$ cat src/rtl/seg_pkg.sv
// Shared constants, types and helpers for the scrolling seven-segment display.
package seg_pkg;

  localparam int unsigned SEG_W  = 7;
  localparam int unsigned AN_W   = 4;
  localparam int unsigned SEL_W  = 2;
  localparam int unsigned FILL_W = 3;

  typedef logic [SEG_W-1:0] seg_t;
  typedef logic [AN_W-1:0]  an_t;

  // One registered display drive: segments plus anodes, both active-low.
  typedef struct packed {
    seg_t seg;
    an_t  an;
  } drive_t;

  localparam seg_t SEG_BLANK = 7'b1111111;
  localparam an_t  ANODE_OFF = 4'b1111;

  // Letter codes, active-low, bit order gfedcba.
  localparam seg_t SEG_U    = 7'b1000001;
  localparam seg_t SEG_A    = 7'b0001000;
  localparam seg_t SEG_B    = 7'b0000011;
  localparam seg_t SEG_C    = 7'b1000110;
  localparam seg_t SEG_DASH = 7'b0111111;
  localparam seg_t SEG_E    = 7'b0000110;
  localparam seg_t SEG_L    = 7'b1000111;
  localparam seg_t SEG_T    = 7'b0000111;
  localparam seg_t SEG_R    = 7'b0101111;
  localparam seg_t SEG_O    = 7'b1000000;
  localparam seg_t SEG_N    = 7'b0101011;
  localparam seg_t SEG_I    = 7'b1111001;

  function automatic an_t an_onehot_low(input logic [SEL_W-1:0] sel);
    return ~(an_t'(1) << sel);
  endfunction

endpackage

$ cat src/rtl/seg_scroll_mux_if.sv
// Character push / display drive bundle between a producer and seg_scroll_mux.
interface seg_scroll_mux_if;
  import seg_pkg::*;

  seg_t seg_in;
  logic seg_valid;
  logic clear;
  logic enable;
  seg_t seg_out;
  an_t  an_out;
  logic full;

  modport master (
    output seg_in, seg_valid, clear, enable,
    input  seg_out, an_out, full
  );

  modport slave (
    input  seg_in, seg_valid, clear, enable,
    output seg_out, an_out, full
  );

endinterface

$ cat src/rtl/refresh_timer.sv
// Digit-slot timer: refresh counter, digit select and blank-interval flag,
// both frozen while the display is disabled.
module refresh_timer #(
  parameter int unsigned REFRESH_DIV  = 25_000,
  parameter int unsigned BLANK_CYCLES = 64
) (
  input  logic       clk,
  input  logic       rst,
  input  logic       enable_i,
  output logic [1:0] sel_o,
  output logic       blank_c
);

  localparam int unsigned CNT_W = $clog2(REFRESH_DIV);

  logic [CNT_W-1:0] cnt_q, cnt_d;
  logic [1:0]       sel_q, sel_d;

  always_comb begin
    cnt_d = cnt_q;
    sel_d = sel_q;
    if (enable_i) begin
      if (cnt_q == CNT_W'(REFRESH_DIV - 1)) begin
        cnt_d = '0;
        sel_d = sel_q + 2'd1;
      end else begin
        cnt_d = cnt_q + CNT_W'(1);
      end
    end
  end

  always_ff @(posedge clk or posedge rst) begin
    if (rst) begin
      cnt_q <= '0;
      sel_q <= '0;
    end else begin
      cnt_q <= cnt_d;
      sel_q <= sel_d;
    end
  end

  assign sel_o   = sel_q;
  assign blank_c = (cnt_q < CNT_W'(BLANK_CYCLES));

endmodule

$ cat src/rtl/seg_scroll_mux.sv
// Four-digit scrolling character buffer multiplexed onto a common-anode
// seven-segment display with an anti-ghosting blank at the start of each slot.
module seg_scroll_mux
  import seg_pkg::*;
#(
  parameter int unsigned REFRESH_DIV  = 25_000,
  parameter int unsigned BLANK_CYCLES = 64
) (
  input  logic             clk,
  input  logic             rst,
  seg_scroll_mux_if.slave  bus
);

  seg_t [3:0]        dig_q, dig_d;
  logic [FILL_W-1:0] fill_q, fill_d;
  logic              full_q;
  drive_t            drv_q, drv_d;
  logic [SEL_W-1:0]  sel;
  logic              blank_c;

  refresh_timer #(
    .REFRESH_DIV  (REFRESH_DIV),
    .BLANK_CYCLES (BLANK_CYCLES)
  ) u_timer (
    .clk      (clk),
    .rst      (rst),
    .enable_i (bus.enable),
    .sel_o    (sel),
    .blank_c  (blank_c)
  );

  // Scroll buffer: clear wins over a same-cycle push.
  always_comb begin
    dig_d  = dig_q;
    fill_d = fill_q;
    if (bus.clear) begin
      dig_d  = {4{SEG_BLANK}};
      fill_d = '0;
    end else if (bus.seg_valid) begin
      dig_d = {dig_q[2:0], bus.seg_in};
      if (fill_q != FILL_W'(4)) begin
        fill_d = fill_q + FILL_W'(1);
      end
    end
  end

  // Next display drive from the current slot and buffer.
  always_comb begin
    drv_d.seg = SEG_BLANK;
    drv_d.an  = ANODE_OFF;
    if (bus.enable && !blank_c) begin
      drv_d.seg = dig_q[sel];
      drv_d.an  = an_onehot_low(sel);
    end
  end

  always_ff @(posedge clk or posedge rst) begin
    if (rst) begin
      dig_q  <= {4{SEG_BLANK}};
      fill_q <= '0;
      full_q <= 1'b0;
      drv_q  <= '{seg: SEG_BLANK, an: ANODE_OFF};
    end else begin
      dig_q  <= dig_d;
      fill_q <= fill_d;
      full_q <= (fill_d == FILL_W'(4));
      drv_q  <= drv_d;
    end
  end

  assign bus.seg_out = drv_q.seg;
  assign bus.an_out  = drv_q.an;
  assign bus.full    = full_q;

endmodule

$ cat src/flat_wrapper.sv
// flat-port wrapper written by rule: the top's interface ports become plain ports
module seg_scroll_mux_flat import seg_pkg::*;
#(
  parameter int unsigned REFRESH_DIV  = 25_000,
  parameter int unsigned BLANK_CYCLES = 64
)
  (clk, rst, bus_seg_in, bus_seg_valid, bus_clear, bus_enable, bus_seg_out, bus_an_out, bus_full);
  seg_scroll_mux_if bus_i ();
  input  logic clk;
  input  logic rst;
  input wire logic [$bits(bus_i.seg_in)-1:0] bus_seg_in;
  input wire logic [$bits(bus_i.seg_valid)-1:0] bus_seg_valid;
  input wire logic [$bits(bus_i.clear)-1:0] bus_clear;
  input wire logic [$bits(bus_i.enable)-1:0] bus_enable;
  output wire logic [$bits(bus_i.seg_out)-1:0] bus_seg_out;
  output wire logic [$bits(bus_i.an_out)-1:0] bus_an_out;
  output wire logic [$bits(bus_i.full)-1:0] bus_full;
  assign bus_i.seg_in = bus_seg_in;
  assign bus_i.seg_valid = bus_seg_valid;
  assign bus_i.clear = bus_clear;
  assign bus_i.enable = bus_enable;
  assign bus_seg_out = bus_i.seg_out;
  assign bus_an_out = bus_i.an_out;
  assign bus_full = bus_i.full;
  seg_scroll_mux #(.REFRESH_DIV(REFRESH_DIV), .BLANK_CYCLES(BLANK_CYCLES)) u_core (.clk(clk), .rst(rst), .bus(bus_i));
endmodule
$ cat config.mk
export PLATFORM = sky130hd
export DESIGN_NAME = seg_scroll_mux_flat
export DESIGN_NICKNAME = d
export VERILOG_FILES = /design/src/rtl/seg_pkg.sv /design/src/rtl/seg_scroll_mux_if.sv /design/src/rtl/refresh_timer.sv /design/src/rtl/seg_scroll_mux.sv /design/src/flat_wrapper.sv
export SDC_FILE = /design/constraint.sdc
export NUM_CORES = 1
export LEC_CHECK = 0
export ABC_CLOCK_PERIOD_IN_PS = 2500
export CAP_MARGIN = 20
export CORE_MARGIN = 2
export CORE_UTILIZATION = 60
export CTS_BUF_LIST = sky130_fd_sc_hd__clkbuf_8
export CTS_CLUSTER_SIZE = 12
export DETAILED_ROUTE_END_ITERATION = 12
export MAX_ROUTING_LAYER = met4
export PLACE_DENSITY = 0.79
export SYNTH_ARGS = -nofsm -noshare
export SYNTH_HDL_FRONTEND = slang
export SYNTH_SLANG_ARGS = --single-unit
$ cat constraint.sdc
create_clock -name clk -period 2.5 [get_ports clk]
set_clock_uncertainty 0.05 [all_clocks]
set_input_delay 0.5 -clock clk [delete_from_list [all_inputs] [get_ports clk]]
set_output_delay 0.5 -clock clk [all_outputs]
set_load 0.1 [all_outputs]
==> run_summary.xml <==
<?xml version="1.0" encoding="UTF-8"?>
<metrics>
  <group name="floorplanning">
    <metric name="floorplan.die_area" unit="mm2">0.00526</metric>
    <metric name="core.rowCount" unit="">24</metric>
    <metric name="floorplan.initialDensity" unit="%">63.4</metric>
    <metric name="io_pins" unit="">24</metric>
    <metric name="die_width" unit="um">72.5</metric>
    <metric name="die_h" unit="um">72.5</metric>
    <metric name="fp.coreArea" unit="mm2">0.00444</metric>
  </group>
  <group name="synth">
    <metric name="synth_async_sr_flop_share" unit="%">100</metric>
    <metric name="synthDominantCellAreaShare" unit="%">36.4</metric>
    <metric name="syn-instance-count" unit="">228</metric>
    <metric name="synth_most_common_cell" unit="">sky130_fd_sc_hd__dfstp_2</metric>
    <metric name="synth.distinct_cells" unit="">38</metric>
    <metric name="yosysTopAreaCell" unit="">sky130_fd_sc_hd__dfstp_2</metric>
    <metric name="yosys_most_used_dff" unit="">sky130_fd_sc_hd__dfstp_2</metric>
    <metric name="synth.net_count" unit="">247</metric>
    <metric name="ys_seq_elements" unit="">60</metric>
    <metric name="synth.cell_area" unit="mm2">0.00282</metric>
    <metric name="yosysSeqAreaShare" unit="%">55.0</metric>
    <metric name="synth.area.top_cells" unit="">sky130_fd_sc_hd__dfstp_2 (36%), sky130_fd_sc_hd__dfrtp_1 (19%), sky130_fd_sc_hd__a211o_1 (8.7%), sky130_fd_sc_hd__nor2b_1 (6.2%), sky130_fd_sc_hd__mux4_2 (5.6%)</metric>
    <metric name="synth.top_cells.by_count" unit="">sky130_fd_sc_hd__dfstp_2 (39), sky130_fd_sc_hd__a211o_1 (28), sky130_fd_sc_hd__nor2b_1 (28)</metric>
    <metric name="synth-edff-count" unit="">0</metric>
    <metric name="synth_area_per_cell" unit="um2">12.4</metric>
    <metric name="ys.warnings.count" unit="">0</metric>
  </group>
  <group name="worst_setup_path">
    <metric name="cp_slowest_cell" unit="">sky130_fd_sc_hd__clkdlybuf4s50_1</metric>
    <metric name="crit_required" unit="ns">2.72</metric>
    <metric name="kind_of_end_point_of_the_critical_path" unit="">register</metric>
    <metric name="cp-startpoint" unit="">bus_enable</metric>
    <metric name="timing.critical_path.max_delay_family" unit="">simple AND/OR/NAND/NOR gates</metric>
    <metric name="regToRegSetupSlack" unit="ns">0.89</metric>
    <metric name="critical_path.startpoint_type" unit="">input pin</metric>
    <metric name="critical_path.max_fanout" unit="">9</metric>
    <metric name="critPathBufInv" unit="">1</metric>
    <metric name="cp_slowest_stage_delay" unit="ns">0.66</metric>
    <metric name="timing.critical_path.cells" unit="">clkdlybuf4s50_1, and3_2, nand3_1, or3_1, a21oi_1</metric>
    <metric name="worstReg2RegStart" unit="">u_core.u_timer.cnt_q[7]</metric>
    <metric name="worst_reg2reg_path_length_in_cells" unit="">3</metric>
    <metric name="crit-reg2reg-capture" unit="">u_core.bus.seg_out[0]</metric>
    <metric name="setup_cp_type" unit="">in -&gt; reg</metric>
    <metric name="critical_path_arrival" unit="ns">2.12</metric>
  </group>
  <group name="timing">
    <metric name="final.min_clock_period" unit="ns">1.90</metric>
    <metric name="slew_headroom" unit="%">64.1</metric>
    <metric name="setup_viol" unit="">0</metric>
    <metric name="timing.hold.ws" unit="ns">0.468</metric>
    <metric name="grt_setup_unrepaired" unit="">no</metric>
    <metric name="achievable-frequency" unit="GHz">0.525</metric>
    <metric name="report.final.slew_viol_count" unit="">0</metric>
    <metric name="final_min_period_over_clock_period" unit="%">76.1</metric>
    <metric name="setup-tns-final" unit="ns">0</metric>
    <metric name="worst-slew-pin-transition" unit="ns">0.539</metric>
    <metric name="final_hold_viol_count" unit="">0</metric>
  </group>
  <group name="clocking">
    <metric name="cts.repair.resized" unit="">0</metric>
    <metric name="worst_skew_pair.late_latency" unit="ns">0.34</metric>
    <metric name="cts-root-buf" unit="">sky130_fd_sc_hd__clkbuf_8</metric>
    <metric name="postCtsSetupRepairBufs" unit="">0</metric>
    <metric name="cts_buffers" unit="">9</metric>
    <metric name="cts.htree.levels" unit="">3</metric>
    <metric name="cts_sinks" unit="">60</metric>
    <metric name="ctsLongestPathBuffers" unit="">2</metric>
    <metric name="cts_tree" unit="">done</metric>
    <metric name="clk_slew_on_worst_s_h_paths" unit="ns">0.06</metric>
    <metric name="hold_buffers" unit="">0</metric>
  </group>
  <group name="global_route">
    <metric name="grt_pass1_vias" unit="">1787</metric>
    <metric name="grt_remaining_overflow" unit="">0</metric>
    <metric name="grt_start_max_net_pins" unit="">61</metric>
    <metric name="track_usage" unit="%">22.0</metric>
    <metric name="grt_pass1_wl" unit="um">8340</metric>
    <metric name="number_of_antenna_violations_at_the_first_check_in_global_routing" unit="">0</metric>
  </group>
  <group name="cells_and_area">
    <metric name="diodes" unit="">0</metric>
    <metric name="postLayoutCoreUtil" unit="%">73.3</metric>
    <metric name="design.final.nets" unit="">272</metric>
    <metric name="areaGrowthSynthToFinish" unit="%">15.7</metric>
    <metric name="post_route_cells_drive_above_1_share" unit="%">32.9</metric>
  </group>
  <group name="power_and_ir_drop">
    <metric name="peakVddDrop" unit="mV">0.419</metric>
    <metric name="power.density_cell_area" unit="mW/mm2">726</metric>
    <metric name="total_leakage_power" unit="nW">1.37</metric>
  </group>
  <group name="outcome">
    <metric name="result_of_the_run" unit="">finished, final reports clean</metric>
  </group>
  <group name="routing">
    <metric name="number_of_design_rule_violations_left_after_detail_routing" unit="">0</metric>
    <metric name="violation_count_after_the_first_detailed_route_iteration" unit="">82</metric>
    <metric name="via_count" unit="">1770</metric>
    <metric name="totalWireLength" unit="um">4780</metric>
    <metric name="antenna_left" unit="">0</metric>
    <metric name="drt_pass1_iterations" unit="">4</metric>
    <metric name="drt-wirelength-per-cell" unit="um">15.4</metric>
    <metric name="via_per_inst" unit="">5.71</metric>
  </group>
  <group name="min_path">
    <metric name="holdCritStartpoint" unit="">u_core.u_timer.cnt_q[12]</metric>
    <metric name="worst_hold_path.endpoint" unit="">u_core.u_timer.cnt_q[12]</metric>
    <metric name="min_path_type" unit="">reg -&gt; reg</metric>
    <metric name="hold-path-cell-count" unit="">1</metric>
  </group>
  <group name="placement">
    <metric name="gp_congestion" unit="">0.925</metric>
    <metric name="place.port_buffers" unit="">23</metric>
    <metric name="place.detailed.hpwl" unit="um">2960</metric>
  </group>
  <group name="job">
    <metric name="maxcap_violations" unit="">0</metric>
  </group>
</metrics>
## placed cells by master, fill, tap and decap left out, types with 8 or more instances in the layout
| cell | synthesis | layout |
|---|---|---|
| sky130_fd_sc_hd__dfstp_2 | 39 | 39 |
| sky130_fd_sc_hd__nor2b_1 | 28 | 28 |
| sky130_fd_sc_hd__a211o_1 | 28 | 28 |
| sky130_fd_sc_hd__dfrtp_1 | 21 | 21 |
| sky130_fd_sc_hd__buf_4 | 0 | 16 |
| sky130_fd_sc_hd__nor2_1 | 14 | 14 |
| sky130_fd_sc_hd__clkbuf_8 | 0 | 14 |
| sky130_fd_sc_hd__nand2_1 | 10 | 10 |
| sky130_fd_sc_hd__clkdlybuf4s50_1 | 0 | 10 |
| sky130_fd_sc_hd__xor2_1 | 8 | 8 |
## worst max path at each step
stage / to / slack (ns) / cells past startpoint
floorplan: u_core.bus.full / 0.53 / 1
global placement: u_core.u_timer.cnt_q[13] / 0.32 / 5
detailed placement: u_core.u_timer.cnt_q[13] / 0.25 / 5
CTS: u_core.u_timer.cnt_q[13] / 0.62 / 5
global route: u_core.u_timer.cnt_q[13] / 0.49 / 5
finish: u_core.u_timer.cnt_q[13] / 0.60 / 5
## stage by stage
| stage | instance area [um2] | cells | worst slack, ns | total power, mW |
|---|---|---|---|---|
| floorplan | 2820 | 228 | 0.530 | 1.46 |
| global placement | 3060 | 294 | 0.320 | 1.52 |
| detailed placement | 3060 | 294 | 0.250 | 1.54 |
| CTS | 3260 | 310 | 0.624 | 2.39 |
| global route | 3260 | 310 | 0.485 | 2.48 |
| finish | 3260 | 310 | 0.596 | 2.37 |
## state kept, by name, summed over array words and instances (netlist names)
signal,count
u_core.dig_q,28
u_core.bus.full,1
u_core.bus.seg_out,7
u_core.bus.an_out,4
u_core.u_timer.sel_o,2
u_core.fill_q,3
u_core.u_timer.cnt_q,15
## per-layer routing
| metal | part of all wire [%] | track usage [%] | vias to the layer above |
|---|---|---|---|
| met5 | 0 | - | - |
| met4 | 1.8 | 14.2 | 0 |
| met3 | 3.5 | 4.17 | 6 |
| met1 | 48 | 29.8 | 886 |
| li1 | - | - | 846 |
| met2 | 47 | 30.3 | 32 |
## report_power, final
group | leakage, nW | switching (mW) | internal (mW)
clock | 0.111 | 0.351 | 0.488
combinational | 0.570 | 0.182 | 0.157
sequential | 0.686 | 0.0955 | 1.09
total | 1.37 | 0.628 | 1.74
## worst register-to-register path: cells and delay by family, from the launching register on
| family | cells | cell delay, ns |
|---|---|---|
| flip-flops | 1 | 0.44 |
| AND/OR/NAND/NOR | 2 | 0.71 |
| AO/OA/AOI/OAI | 1 | 0.34 |
## cells by family (layout without fill, tap and decap cells)
group           after synthesis  in the layout  synth area share (%)
fa+ha+maj                     7              7                  3.11
compound gates               33             33                  9.77
flops                        60             60                  55.0
mux                          10             10                  6.84
xor+xnor                     15             15                  4.66
simple gates                 84             84                  17.5
buf+inv                      19             49                  3.11
## layout make-up
| cell class | count | area, um2 |
|---|---|---|
| inverter | 5 | 18.8 |
| clock buffer | 14 | 193 |
| sequential | 60 | 1550 |
| clock inverter | 2 | 7.51 |
| fill | 309 | 1180 |
| tap | 52 | 65.1 |
| timing repair buffer | 28 | 245 |
| multi-input combinational | 149 | 1180 |
No activity file was read; power rests on OpenSTA's default activity.
